**config.mk**
```make
export PLATFORM = sky130hd
export DESIGN_NAME = add_sub_serial_param
export DESIGN_NICKNAME = d
export VERILOG_FILES = /design/src/rtl/add_serial_pkg.sv /design/src/rtl/add_sub_serial_param_digit_adder.sv /design/src/rtl/add_sub_serial_param.sv
export SDC_FILE = /design/constraint.sdc
export NUM_CORES = 1
export LEC_CHECK = 0
export CAP_MARGIN = 30
export CORE_UTILIZATION = 35
export DETAILED_ROUTE_END_ITERATION = 8
export GPL_ROUTABILITY_DRIVEN = 0
export MAX_ROUTING_LAYER = met4
export PLACE_DENSITY = 0.69
export SYNTH_ARGS = -nofsm -noshare
export SYNTH_HDL_FRONTEND = slang
export SYNTH_SLANG_ARGS = --single-unit
```
**constraint.sdc**
```tcl
create_clock -name clk -period 3.15 [get_ports clk]
set_clock_uncertainty 0.1 [all_clocks]
set_input_delay 0.315 -clock clk [delete_from_list [all_inputs] [get_ports clk]]
set_output_delay 0.315 -clock clk [all_outputs]
set_load 0.005 [all_outputs]
```
**src/rtl/add_serial_pkg.sv**
```systemverilog
// Shared types and helpers for the digit-serial adder/subtractor.
// The decoy states D0..D2 are only reachable when ADD_SERIAL_OBFS_EN is defined.
package add_serial_pkg;

  localparam int unsigned STATE_W = 3;

  // Encodings 6..7 are unused and fall back to IDLE in the FSM default branch.
  typedef enum logic [STATE_W-1:0] {
    IDLE = 3'd0,
    RUN  = 3'd1,
    DONE = 3'd2,
    D0   = 3'd3,
    D1   = 3'd4,
    D2   = 3'd5
  } state_e;

  // Digit counter width: max(1, clog2(ndig)).
  function automatic int unsigned cnt_width(input int unsigned ndig);
    return (ndig <= 1) ? 1 : $clog2(ndig);
  endfunction

endpackage

```
**src/rtl/add_sub_serial_param_digit_adder.sv**
```systemverilog
// Combinational DIGIT-wide adder with carry-in; also exposes the carry into the MSB
// so the caller can form two's-complement overflow as cmsb ^ cout.
module digit_adder #(
  parameter int unsigned DIGIT = 4
) (
  input  logic [DIGIT-1:0] a_i,
  input  logic [DIGIT-1:0] b_i,
  input  logic             cin_i,
  output logic [DIGIT-1:0] s_o,
  output logic             cout_o,
  output logic             cmsb_o
);

  logic [DIGIT:0] full;

  // Ripple sum of the digit; carry into the MSB recovered from a^b^s at the top bit.
  always_comb begin
    full   = {1'b0, a_i} + {1'b0, b_i} + {{DIGIT{1'b0}}, cin_i};
    s_o    = full[DIGIT-1:0];
    cout_o = full[DIGIT];
    cmsb_o = a_i[DIGIT-1] ^ b_i[DIGIT-1] ^ full[DIGIT-1];
  end

endmodule

```
**src/rtl/add_sub_serial_param.sv**
```systemverilog
// Digit-serial adder/subtractor: accepts two WIDTH-bit operands, processes DIGIT
// bits per cycle, returns sum, carry-out and signed overflow over valid/ready.
// Optional key-locked decoy path enabled by defining ADD_SERIAL_OBFS_EN.
module add_sub_serial_param
  import add_serial_pkg::*;
#(
  parameter int unsigned         WIDTH   = 16,
  parameter int unsigned         DIGIT   = 4,
  parameter int unsigned         KEY_W   = 8,
  parameter logic [KEY_W-1:0]    KEY_VAL = 8'hA5
) (
  input  logic             clk,
  input  logic             rst,
  input  logic             in_valid,
  output logic             in_ready,
  input  logic [WIDTH-1:0] a,
  input  logic [WIDTH-1:0] b,
  input  logic             sub,
  output logic             out_valid,
  input  logic             out_ready,
  output logic [WIDTH-1:0] sum,
  output logic             cout,
  output logic             ovf
`ifdef ADD_SERIAL_OBFS_EN
  ,
  input  logic [KEY_W-1:0] key
`endif
);

  localparam int unsigned NDIG  = WIDTH / DIGIT;
  localparam int unsigned CNT_W = cnt_width(NDIG);

  state_e           state_q;
  logic [WIDTH-1:0] a_q;
  logic [WIDTH-1:0] b_q;
  logic [WIDTH-1:0] sum_q;
  logic             carry_q;
  logic             cout_q;
  logic             ovf_q;
  logic [CNT_W-1:0] cnt_q;

  logic [DIGIT-1:0]       dig_s;
  logic                   dig_c;
  logic                   dig_cmsb;
  logic [WIDTH+DIGIT-1:0] sum_cat;
  logic                   key_ok;
  logic                   last_dig;

  // Current low digit of both operands through the shared digit adder.
  digit_adder #(
    .DIGIT(DIGIT)
  ) u_digit_adder (
    .a_i    (a_q[DIGIT-1:0]),
    .b_i    (b_q[DIGIT-1:0]),
    .cin_i  (carry_q),
    .s_o    (dig_s),
    .cout_o (dig_c),
    .cmsb_o (dig_cmsb)
  );

  // New digit enters at the top of the result; the concatenation also covers DIGIT==WIDTH.
  assign sum_cat  = {dig_s, sum_q};
  assign last_dig = (cnt_q == CNT_W'(NDIG - 1));

`ifdef ADD_SERIAL_OBFS_EN
  // Key is only meaningful at the operand transfer edge.
  assign key_ok = (key == KEY_VAL);
`else
  // KEY_VAL stays in the parameter list so both builds share one interface; folds to 1.
  assign key_ok = 1'b1 | (|KEY_VAL);
`endif

  // Handshake flags decode straight from the state register.
  assign in_ready  = (state_q == IDLE);
  assign out_valid = (state_q == DONE);
  assign sum       = sum_q;
  assign cout      = cout_q;
  assign ovf       = ovf_q;

  // Control FSM plus operand/result shift registers.
  always_ff @(posedge clk or posedge rst) begin
    if (rst) begin
      state_q <= IDLE;
      a_q     <= '0;
      b_q     <= '0;
      sum_q   <= '0;
      carry_q <= 1'b0;
      cout_q  <= 1'b0;
      ovf_q   <= 1'b0;
      cnt_q   <= '0;
    end else begin
      case (state_q)
        IDLE: begin
          if (in_valid) begin
            a_q     <= a;
            b_q     <= sub ? ~b : b;
            carry_q <= sub;
            cnt_q   <= '0;
            sum_q   <= '0;
`ifdef ADD_SERIAL_OBFS_EN
            state_q <= key_ok ? RUN : D0;
`else
            state_q <= key_ok ? RUN : IDLE;
`endif
          end
        end
        RUN: begin
          a_q     <= a_q >> DIGIT;
          b_q     <= b_q >> DIGIT;
          sum_q   <= sum_cat[WIDTH+DIGIT-1:DIGIT];
          carry_q <= dig_c;
          cnt_q   <= cnt_q + CNT_W'(1);
          if (last_dig) begin
            cout_q  <= dig_c;
            ovf_q   <= dig_cmsb ^ dig_c;
            state_q <= DONE;
          end
        end
        DONE: begin
          if (out_ready) begin
            state_q <= IDLE;
          end
        end
`ifdef ADD_SERIAL_OBFS_EN
        D0: state_q <= D1;
        D1: state_q <= D2;
        // carry_q still holds sub here, so inverting it yields ~sub and skews the result by one.
        D2: begin
          carry_q <= ~carry_q;
          state_q <= RUN;
        end
`endif
        default: state_q <= IDLE;
      endcase
    end
  end

endmodule

```
### Yosys cells after proc, flatten, opt, wreduce, memory -nomap -nowiden

Cells that the tools add are included.

| cells by class | value |
|---|---|
| bitwise gates (word level) | 4 |
| shifts and indexed selects | 0 |
| add/sub/neg operators | 3 |
| divide/modulo/power cells | 0 |
| reductions and logical operators | 5 |
| magnitude comparators | 0 |
| muxes and demuxes | 15 |
| equality and inequality tests | 6 |
| $mul | 0 |

Operator list:

| kind | number |
|---|---|
| 16-bit one-hot mux with 2 select lines | 3 |
| 16-bit two-way mux | 4 |
| 16-bit inverter | 1 |
| 3-bit two-way mux | 3 |
| 3-bit one-hot mux with 3 select lines | 1 |
| 4-bit by 4-bit adder with 5-bit output | 1 |
| 5-bit by 1-bit adder with 5-bit output | 1 |
| 2-bit inequality test (second input constant) | 2 |
| 2-bit one-hot mux with 2 select lines | 1 |
| 2-bit AND reduction | 2 |
| 3-bit by 1-bit equality test with 1-bit output (second input constant) | 1 |
| 3-bit by 2-bit equality test with 1-bit output (second input constant) | 1 |
| 3-bit logical NOT | 1 |
| 3-bit AND reduction | 1 |
| 1-bit XOR | 3 |
| 2-bit by 1-bit adder with 2-bit output (second input constant) | 1 |
| 2-bit equality test (second input constant) | 1 |
| 2-bit two-way mux | 1 |
| 2-bit by 1-bit inequality test with 1-bit output (second input constant) | 1 |
| 1-bit one-hot mux with 2 select lines | 1 |
| 2-bit nonzero test | 1 |
| 1-bit two-way mux | 1 |

| storage, ports and cells | value |
|---|---|
| RAM bits | 0 |
| logic and storage cells | 41 |
| bits in latches | 0 |
| flip-flop bits (word level) | 56 |
| ROM bits | 0 |
| output and inout bits | 20 |
| memories kept | 0 |

### Depth between registers and ports, before layout

Gate-level depths: netlist of the first run.

| depth | value |
|---|---|
| word-level depth | 4 |
| mapped depth | 6 |

### Hierarchy

Synthesis of the first run repeated with hierarchy kept, for this count alone.

| unflattened totals | value |
|---|---|
| cells, all modules | 251 |
| area total of the unflattened synthesis | 2681.3 µm² |

Modules (own cells, without submodules):

| module | cells each | seq. area each (µm²) | area an instance (µm²) | instances |
|---|---|---|---|---|
| add_sub_serial_param | 234 | 1376.3 | 2537.4 | 1 |
| digit_adder | 17 | 0.0 | 143.9 | 1 |

### Worst setup path before layout of the first run

No wires, ideal clock.

| timing path | value |
|---|---|
| path type | reg-to-reg |
| start | register a_q[0] |
| end | register carry_q |
| clock period less this slack | 2115 ps |
| stages on the path, launching flop included | 7 |
| path buffers | 0 |
| arrival time | 1893 ps |
| path slack | 1035 ps |
| cells stage by stage | dfrtp_1 fa_1 fa_1 a21o_1 a21oi_1 a22oi_1 o22a_1 |

| on the way | value |
|---|---|
| longest elaborated chain between the ends | 3 |

RTL lines:

| item | line | source |
|---|---|---|
| start: declaration | add_sub_serial_param.sv:34 | `logic [WIDTH-1:0] a_q;` |
| start signal: assignment | add_sub_serial_param.sv:108 | `a_q <= a_q >> DIGIT;` |
| 4-bit by 4-bit adder with 5-bit output | add_sub_serial_param_digit_adder.sv:18 | `full = {1'b0, a_i} + {1'b0, b_i} + {{DIGIT{1'b0}}, cin_i};` |
| 5-bit by 1-bit adder with 5-bit output | add_sub_serial_param_digit_adder.sv:18 |  |
| 1-bit one-hot mux with 2 select lines | add_sub_serial_param.sv:92 | `case (state_q)` |
| end signal: assignment | add_sub_serial_param.sv:97 | `carry_q <= sub;` |
| end signal: assignment | add_sub_serial_param.sv:111 | `carry_q <= dig_c;` |
| end: declaration | add_sub_serial_param.sv:37 | `logic carry_q;` |

No other way between the ends.
A chain may end at the register's enable or synchronous reset.

### Worst setup path after layout of the first run

| timing path | value |
|---|---|
| start | register state_q[0] |
| end | output port out_valid |

| on the way | value |
|---|---|
| longest elaborated chain between the ends | 1 |

RTL lines:

| item | line | source |
|---|---|---|
| start: declaration | add_sub_serial_param.sv:33 | `state_e state_q;` |
| start signal: assignment | add_sub_serial_param.sv:103 | `state_q <= key_ok ? RUN : IDLE;` |
| 3-bit by 2-bit equality test with 1-bit output | add_sub_serial_param.sv:75 | `assign out_valid = (state_q == DONE);` |
| end: declaration | add_sub_serial_param.sv:19 | `output logic out_valid,` |

No other way between the ends.

==> metrics.md, run 1 <==
| Metric | Value |
|---|---|
| Post-route ant nets | 0 |
| Largest family of logic cells by synthesized area | compound AO/OA/AOI/OAI gates |
| DR iter-0 viols | 60 |
| Non-filler instance count after layout | 410 |
| Max Clk Rate | 433 MHz |
| Synthesized Nets | 303 |
| Leading area contributor after synthesis | dfrtp_1 |
| Crit path launch type | flip-flop |
| Total setup buffers inserted after CTS | 0 |
| Pwr dens | 929 nW/µm² |
| Post-synth top area share | 51.0% |
| # hold bufs at CTS | 0 |
| Worst EP arrival | 1.89 ns |
| Initial antenna violation count | 0 |
| Mean Syn Cell Area | 10.4 µm² |
| Vias in the first global route | 2008 |
| CTS root buffer | clkbuf_8 |
| Synth top area cells | dfrtp_1 (51%), a21oi_1 (6.7%), nor2b_1 (5.6%), a22o_1 (5.5%), xnor2_1 (4.5%) |
| Residual DRC | 0 |
| Gr ovfl total | 0 |
| Post-synthesis mux area share | 0% |
| DRT Wirelength | 5.57 mm |
| DRT Pass-1 Iters | 4 |
| Setup TNS Final | 0 ns |
| Max-slew headroom | 33.1% |
| Post-synthesis compound-gate area fraction | 21.3% |
| Row cnt | 31 |
| Max FO, Critical Path | 36 |
| Largest net degree at the start of global routing | 37 |
| Starting Density | 36.8% |
| Worst VDD drop | 0.341 mV |
| Layout cells sized above 1 | 5.47% |
| Worst min path class | in2async |
| Clock Latency Late Sink | 0.31 ns |
| Area delta synth->final | 27.8% |
| Synth Area in Simple Gates | 14.0% |
| Synth cell types | 23 |
| Post-synthesis sequential area ratio | 51.0% |
| Htree depth | 2 |
| Post-Synth XOR/XNOR Area | 6.17% |
| Cts repair resizes | 0 |
| ANT cells | 0 |
| Nets | 353 |
| All-Layer GR Usage | 15.2% |
| Vias/cell | 4.90 |
| Clk sinks | 55 |
| Yosys Warn Count | 0 |
| Routed len/inst | 13.6 µm |
| Mapped Cells | 260 |
| CTS tree | yes |
| Worst-path clk slew | 0.10 ns |
| Slew Limit Fails | 0 |
| Die H | 89.8 µm |
| Post-route minimum period | 2.31 ns |
| Maximum clock insertion buffer count | 2 |
| Required @ worst endpoint | 2.73 ns |
| Lkg Pwr | 1.49 nW |
| Final Hold Viols | 0 |
| Number of I/O pins | 57 |
| IO buf count | 56 |
| Synth Area in Adders | 3.34% |
| First-pass GRT wire length | 9.62 mm |
| Crit Path Category | reg2out |
| Slew @ Worst Pin | 1.00 ns |
| Die footprint | 8060 µm² |
| CTS Buf Count | 5 |
| CORE AREA | 7330 µm² |
| DIE WIDTH | 89.8 µm |
| Placed instance count | 402 |
| Max-Cap Viols | 0 |
| Post-Syn Area | 2700 µm² |
| Outcome | completed |
| Final period util | 73.3% |
| FF+latch count, synth | 55 |
| RSZ-0062 raised after global routing | false |
| Crit end category | output pin |
| Routed vias | 2008 |
| Final setup fails | 0 |
| Detailed Place HPWL | 3.88 mm |
-- final timing paths --
path | to | depth (start not counted) | from | slack (ns)
setup / recovery | out_valid | 3 | state_q[0] | 0.84
hold / removal | sum[2] | 2 | rst | 0.35
setup reg to reg | carry_q | 6 | a_q[0] | 0.89
hold reg to reg | cnt_q[0] | 1 | cnt_q[0] | 0.38
max in group asynchronous | ovf | 3 | rst | 1.93
min in group clk | cnt_q[0] | 1 | cnt_q[0] | 0.38
-- cells in the final DEF, fill, tap and decap left out --
cell | Yosys | final
ha_1 | 4 | 4
inv_2 | 0 | 1
o22a_1 | 13 | 13
buf_4 | 2 | 8
a21o_1 | 2 | 2
xor2_1 | 5 | 5
clkdlybuf4s50_1 | 0 | 56
clkinv_2 | 0 | 1
dfrtp_1 | 55 | 55
nor2_1 | 5 | 5
or2_1 | 1 | 1
nor2b_1 | 24 | 24
o21ai_0 | 21 | 21
and3b_1 | 12 | 12
a22oi_1 | 1 | 1
fa_1 | 2 | 2
clkbuf_8 | 0 | 5
a21oi_1 | 36 | 36
bufinv_16 | 0 | 1
nand2b_1 | 1 | 1
xnor2_1 | 14 | 14
clkinv_4 | 0 | 1
o21ai_1 | 1 | 1
nand2_1 | 24 | 24
a22o_1 | 17 | 17
-- power breakdown --
group	internal [W]	switching, W	leakage [nW]
Sequential	0.00101	0.000225	0.697
Combinational	0.000803	0.000688	0.734
Clock	0.000237	0.000232	0.0581
Total	0.00205	0.00114	1.49
-- metrics by stage --
stage               total power (W)  hold WS, ns  setup WS, ns  cell area, µm²  util [%]
finish                      0.00320        0.346         0.840            3450      47.0
CTS                         0.00324        0.381         0.813            3450      47.0
global placement            0.00272        0.360         0.982            3330      45.5
floorplan                   0.00226        0.346          1.04            2700         -
detailed placement          0.00276        0.369         0.898            3330      45.5
global route                0.00347        0.419         0.665            3450      47.0
-- synthesized netlist by cell type (all sizes together) --
cell	count
o22a	13
a21o	2
ha	4
and3b	12
clkbuf	7
nor2b	24
a21oi	36
a22o	17
buf	14
a22oi	1
dfrtp	55
nor2	5
fa	2
nand2b	1
xnor2	14
nand2	24
xor2	5
or2	1
inv	1
o21ai	22
-- state kept, by name (all words and copies together) (netlist names) --
name	count
a_q	16
b_q	16
sum	16
cnt_q	2
state_q	2
carry_q	1
cout	1
ovf	1
-- critical path, stage by stage (launching register included) --
cell and delay (ns):
dfrtp_1 0.63, buf_4 0.38, nor2b_1 0.11, clkdlybuf4s50_1 0.46
-- metal layers --
layer / global-route usage [%] / part of all wire, % / vias up
li1: - / - / 1005
met1: 19.4 / 48 / 954
met2: 24.0 / 47 / 43
met3: 3.72 / 4.0 / 6
met4: 4.51 / 1.3 / 0
met5: - / 0 / -
-- cell type report --
class                      count  area (µm²)
fill                         677        3880
sequential                    55        1380
multi-input combinational    183        1210
timing repair buffer          64         621
tap                           99         124
clock buffer                   5        68.8
clock inverter                 3        43.8
inverter                       1        3.75
-- cell families after synthesis --
family,after synthesis
AOI/OAI and AO/OA,91
xor gates and xnor gates,19
DFF,55
buffers and inverters,22
and+or+nand+nor,67
adders and majority gates,6
(Power assumes the default switching activity.)
==> run 2: changes to the inputs <==
Clock period 3.15 ns to 2.4 ns, I/O delays scaled along.
==> run 2 against run 1 <==
Net effect:
- worst hold slack got worse by 0.20 ns
- cell count grew 0.73%
- largest cell class unchanged
- via count increased by 2.7%
==> metrics.md, run 2 (same netlist as run 1, synthesis figures left out) <==
| Metric | Value |
|---|---|
| Outcome | completed |
| Die footprint | 8060 µm² (unchanged) |
| RSZ-0062 raised after global routing | false |
| CTS Buf Count | 5 (unchanged) |
| Setup TNS Final | 0 ns (unchanged) |
| Crit end category | flip-flop |
| Gr ovfl total | 0 (unchanged) |
| # hold bufs at CTS | 0 (unchanged) |
| Clock Latency Late Sink | 0.31 ns (about the same) |
| First-pass GRT wire length | 9.35 mm (-2.8%) |
| Crit Path Category | reg2reg |
| CORE AREA | 7330 µm² (unchanged) |
| Worst min path class | in2async |
| Met2 usage | 22.9% (-1.0 points) |
| Final setup fails | 0 (unchanged) |
| Residual DRC | 0 (unchanged) |
| Starting Density | 36.8% (unchanged) |
| Lkg Pwr | 1.50 nW (+0.54%) |
| All-Layer GR Usage | 14.8% (-0.41 points) |
| Busiest grt layer | met2 |
| Required @ worst endpoint | 2.51 ns (-0.22 ns) |
| Routed len/inst | 13.3 µm (-2.2%) |
| Met1 Use GR | 19.2% (-0.16 points) |
| Largest net degree at the start of global routing | 31 (-16%) |
| Crit path launch type | flip-flop |
| Vias in the first global route | 1994 (-0.70%) |
| CTS root buffer | clkbuf_8 |
| CTS tree | yes |
| Maximum clock insertion buffer count | 2 (unchanged) |
| Clk sinks | 55 (unchanged) |
| Final Hold Viols | 0 (unchanged) |
| Pwr dens | 1200 nW/µm² (+30%) |
| Area delta synth->final | 28.2% |
| Die H | 89.8 µm (unchanged) |
| Post-Layout Inst Area | 3460 µm² (+0.29%) |
| IO buf count | 56 (unchanged) |
| Layout cells sized above 1 | 6.05% (+0.58 points) |
| Row cnt | 31 (unchanged) |
| ANT cells | 0 (unchanged) |
| Vias/cell | 4.99 (+1.9%) |
| Max FO, Critical Path | 3 (-92%) |
| Slew @ Worst Pin | 0.993 ns (-0.0109 ns) |
| Placed cell areas | 3360 µm² (+0.68%) |
| Detailed Place HPWL | 3.87 mm (-0.41%) |
| Nets | 356 (+0.85%) |
| DRT Wirelength | 5.48 mm (-1.5%) |
| Footprint of the multi-input gates | 1210 µm² (unchanged) |
| Most common cell after layout, fill and taps aside | clkdlybuf4s50_1 |
| DIE WIDTH | 89.8 µm (unchanged) |
| DR iter-0 viols | 100 (+67%) |
| DRT Pass-1 Iters | 4 (unchanged) |
| Most frequent cells in the layout | clkdlybuf4s50_1 (56), dfrtp_1 (55), a21oi_1 (36) |
| Worst VDD drop | 0.416 mV (+22%) |
| Worst EP arrival | 2.38 ns (+0.49 ns) |
| Number of I/O pins | 57 (unchanged) |
| Slew Limit Fails | 0 (unchanged) |
| Cts repair resizes | 0 (unchanged) |
| Worst-path clk slew | 0.10 ns (about the same) |
| Total setup buffers inserted after CTS | 0 (unchanged) |
| Post-route minimum period | 2.27 ns |
| Pwr Total | 0.00416 W (+30%) |
| Post-route ant nets | 0 (unchanged) |
| Initial antenna violation count | 0 (unchanged) |
| Htree depth | 2 (unchanged) |
| Final period util | 94.6% |
| Max-Cap Viols | 0 (unchanged) |
| Storage cell area | 1380 µm² (unchanged) |
| Max Clk Rate | 440 MHz |
| Met3 usage | 2.96% (-0.76 points) |
| Max-slew headroom | 33.8% (+0.72 points) |
| Util after Layout | 47.1% (+0.14 points) |
| # fillers | 684 (+1.0%) |
| Routed vias | 2062 (+2.7%) |
## run 2: cell types whose count changed in the layout (fill, tap and decap cells not counted), sizes merged
cell    delta
clkinv     -2
bufinv     -1
clkbuf     +3
buf        +3
## run 2: path summary, 6_finish.rpt
check	start	cells past startpoint	slack [ns]	endpoint
worst min-delay path	rst	2	0.14	a_q[5]
worst min register to register	cnt_q[0]	1	0.39	cnt_q[0]
max in group asynchronous	rst	3	1.41	b_q[6]
worst max register to register	a_q[0]	6	0.13	carry_q
min in group clk	cnt_q[0]	1	0.39	cnt_q[0]
worst max-delay path	a_q[0]	6	0.13	carry_q
## run 2: area by class of cell
| type | count | area share [%] |
|---|---|---|
| multi-input combinational | 183 | 35.0 |
| clock buffer | 8 | 2.90 |
| inverter | 1 | 0.109 |
| timing repair buffer | 67 | 18.6 |
| sequential | 55 | 39.8 |
| tap | 99 | 3.58 |
## run 2: layer usage
layer,routed length [µm],up-vias
li1,-,1008
met1,2640,997
met2,2570,49
met3,191,8
met4,87,0
met5,0,-
## run 2: report_power, final
group | internal (W) | switching (W) | leakage, nW | total (W)
Sequential | 0.00133 | 0.000298 | 0.697 | 0.00163
Combinational | 0.00108 | 0.000903 | 0.749 | 0.00198
Clock | 0.000264 | 0.000288 | 0.0515 | 0.000552
Total | 0.00267 | 0.00149 | 1.50 | 0.00416
## run 2: critical path: stages (launching register included)
cell and delay (ns):
dfrtp_1 0.41, fa_1 0.48, fa_1 0.43, a21o_1 0.18
a21oi_1 0.26, a22oi_1 0.13, o22a_1 0.18
## run 2: per-stage QoR
step                      hold WS, ns  setup slack [ns]  std cells
after floorplan                 0.303             0.285        260
after global placement          0.363             0.214        405
after detailed placement        0.374             0.159        405
after CTS                       0.155             0.138        413
after global routing            0.185            0.0479        413
final                           0.143             0.130        413
